File: config.mk
export PLATFORM = sky130hd
export DESIGN_NAME = gate_stim_hold_timer
export DESIGN_NICKNAME = d
export VERILOG_FILES = /design/src/rtl/gate_stim_hold_timer.sv
export SDC_FILE = /design/constraint.sdc
export NUM_CORES = 1
export LEC_CHECK = 0
export BUFFER_PORTS_ARGS = -buffer_cell sky130_fd_sc_hd__buf_2
export CAP_MARGIN = 20
export CORE_AREA = 5 5 42 44
export DETAILED_ROUTE_END_ITERATION = 12
export DIE_AREA = 0 0 47 49
export PLACE_DENSITY = 0.34
export REMOVE_ABC_BUFFERS = 1
export SKIP_CTS_REPAIR_TIMING = 1
export SLEW_MARGIN = 25
export SYNTH_ARGS = -nofsm -noshare
export SYNTH_HDL_FRONTEND = slang
export SYNTH_SLANG_ARGS = --single-unit
File: constraint.sdc
create_clock -name clk -period 1.4 [get_ports clk]
set_input_delay 0.28 -clock clk [delete_from_list [all_inputs] [get_ports clk]]
set_output_delay 0.28 -clock clk [all_outputs]
set_load 0.01 [all_outputs]
File: src/rtl/gate_stim_hold_timer.sv
// Pattern hold timer: counts 0..HoldCycles-1 while enabled, then wraps to 0.
// Ports:
//   clk, rst_n - clock, asynchronous active-low reset
//   clr_i      - synchronous clear to 0 (has priority over en_i)
//   en_i       - advance the count this clock
//   last_o     - count is at HoldCycles-1 (last cycle of the pattern)
module gate_stim_hold_timer #(
  parameter int unsigned HoldCycles = 5
) (
  input  logic clk,
  input  logic rst_n,
  input  logic clr_i,
  input  logic en_i,
  output logic last_o
);

  localparam int unsigned Width = (HoldCycles > 1) ? $clog2(HoldCycles) : 1;
  localparam logic [Width-1:0] LastVal = Width'(HoldCycles - 1);

  logic [Width-1:0] cnt_q, cnt_d;

  assign last_o = (cnt_q == LastVal);

  always_comb begin
    cnt_d = cnt_q;
    if (clr_i) begin
      cnt_d = '0;
    end else if (en_i) begin
      cnt_d = last_o ? '0 : cnt_q + Width'(1);
    end
  end

  always_ff @(posedge clk or negedge rst_n) begin
    if (!rst_n) begin
      cnt_q <= '0;
    end else begin
      cnt_q <= cnt_d;
    end
  end

endmodule

==> flow_summary.json <==
{
  "status": "finished clean",
  "largest_register_ffs": 3,
  "ys_ff_latch": 3,
  "stdcell_area_um2": 270,
  "rows": 14,
  "place_area_um2": 206,
  "cp.required_ns": 1.12,
  "synth_fa_ha_area_frac": 0.150,
  "ir_drop_mv": 0.384,
  "yosysTopAreaCell": "dfrtp_1",
  "via_count": 152,
  "cp.arrival_ns": 1.07,
  "fin_nets": 37,
  "totalWireLength_um": 364,
  "synthCells": 18,
  "io_pins": 5,
  "synth_compound_area_frac": 0.0902,
  "slew_headroom": 0.915,
  "max_cap_viol_count": 0,
  "clk_pin_slew_ns": 0.04,
  "final-hold-violation-count": 0,
  "grt_max_degree": 6,
  "fin_worst_skew_ns": 0.000404,
  "leakagePower_nw": 0.139,
  "crit_type": "flip-flop to output port",
  "whs_ns": 0.241,
  "die_x_um": 47,
  "reg_top3": "cnt_q (3)",
  "numCtsBuffers": 3,
  "cts.sinks": 3,
  "syn2layout_area_growth_pct": 62.4,
  "root_buffer": "clkbuf_4",
  "synth_top_family_by_area": "simple AND/OR/NAND/NOR gates",
  "grt_pass1_wl_um": 531,
  "seqCellArea_um2": 75.1,
  "regMostFlops": "cnt_q",
  "drc": 0,
  "core-area_mm2": 0.00140,
  "firstDrtPassIters": 1,
  "synth_cell_types": 11,
  "cellPowerDensity_mw_per_mm2": 1030,
  "synthMuxAreaShare": 0.0602,
  "max_slew.worst_pin.slew_ns": 0.123,
  "antenna_left": 0,
  "gp_congestion": 0.635,
  "viasPerCell": 3.30,
  "tns_ns": 0,
  "cp-start-kind": "flip-flop",
  "seq_area_frac_synth": 0.451,
  "hold_class": "input pin to flip-flop",
  "fill_cells": 167,
  "port_buffers": 4,
  "drive_gt1_frac": 0.433,
  "drt_iter0_markers": 0,
  "synth-simple-area-share": 0.180,
  "critPathMaxFanout": 3,
  "grt_usage": 0.0382,
  "postSynthAreaPerCell_um2": 9.25,
  "die_h_um": 49,
  "n_antenna_cell": 0,
  "initial_core_util": 0.119,
  "cts_tree": "done",
  "ys_top_cells_by_area": "dfrtp_1 (45%), ha_1 (15%), inv_1 (6.8%)",
  "synth_xor_area_frac": 0,
  "period_minus_slack_ns": 1.35,
  "clock_latency_ns": 0.23,
  "grt_pass1_vias": 145,
  "fmax_ghz": 0.741,
  "endpoint_kind": "output port",
  "htreeDepth": 1,
  "die_area_mm2": 0.00230,
  "yosys_warnings": 0,
  "clockBufferDepth": 2,
  "yosysTopAreaCellShare": 0.451,
  "syn_area_um2": 166,
  "multi_input_area_um2": 85.1,
  "grt_setup_unrepaired": "true",
  "setup_viol": 0,
  "wl_per_cell_um": 7.91,
  "timing.final.crit_share": 0.964,
  "overflow": 0,
  "antenna_found_initial": 0,
  "slew_viol_final": 0
}
critical path: stages (launching register included):
cell and delay (ns):
dfrtp_1 0.38, inv_1 0.07, ha_2 0.18, nand2_2 0.05, inv_1 0.04, buf_2 0.11
stage by stage:
step / std cells / total power, mW / utilization / worst slack (ns)
2_1_floorplan: 18 / 0.110 / - / 0.387
3_5_place_dp: 38 / 0.121 / 0.147 / 0.250
3_3_place_gp: 38 / 0.121 / 0.147 / 0.259
6_report: 46 / 0.278 / 0.193 / 0.0505
4_1_cts: 42 / 0.275 / 0.166 / -0.00121
5_1_grt: 46 / 0.307 / 0.193 / -0.0282
cell usage after synthesis (all sizes together):
| cell | number |
|---|---|
| nand3 | 1 |
| nand2 | 2 |
| nor2 | 1 |
| o21ai | 1 |
| dfrtp | 3 |
| nand2b | 1 |
| ha | 2 |
| inv | 3 |
| mux2i | 1 |
| a21oi | 2 |
| nand3b | 1 |
cells in the final DEF (no fill, tap or decap), drive strengths merged:
cell type	n
buf	7
clkbuf	4
dfrtp	3
inv	3
a21oi	2
nand2	2
ha	2
mux2i	1
nor2	1
nand3	1
nand2b	1
o21ai	1
nand3b	1
dlygate4sd3	1
layout make-up:
class	count	area share
clock buffer	4	0.0972
sequential	3	0.278
inverter	3	0.0417
timing repair buffer	8	0.194
tap	16	0.0741
multi-input combinational	12	0.315
power breakdown:
group / internal, mW / total, mW / switching (mW)
Combinational: 0.0194 / 0.0358 / 0.0164
Sequential: 0.0917 / 0.0950 / 0.00336
Clock: 0.107 / 0.147 / 0.0408
Total: 0.218 / 0.278 / 0.0605
final timing paths:
check                      slack [ns]        to     start  cells past startpoint
setup reg to reg                 0.24  cnt_q[2]  cnt_q[0]                      5
min in group asynchronous        0.37  cnt_q[0]     rst_n                      2
hold reg to reg                  0.56  cnt_q[2]  cnt_q[2]                      2
hold / removal                   0.24  cnt_q[0]     clr_i                      2
setup / recovery                 0.05    last_o  cnt_q[1]                      5
max in group asynchronous        0.92  cnt_q[1]     rst_n                      2
kinds of logic (layout without fill, tap and decap cells):
family	after synthesis	count (layout)
and+or+nand+nor	6	6
buffers and inverters	3	15
muxes	1	1
DFF	3	3
adders and majority gates	2	2
AOI/OAI and AO/OA	3	3
per-layer routing:
metal	global-route usage	part of all wire	vias to the layer above
li1	-	-	84
met1	0.0378	0.49	63
met2	0.0339	0.42	5
met3	0.0369	0.085	0
met4	0.0553	0	0
met5	0	0	-
Power figures use the tool's default switching activity.
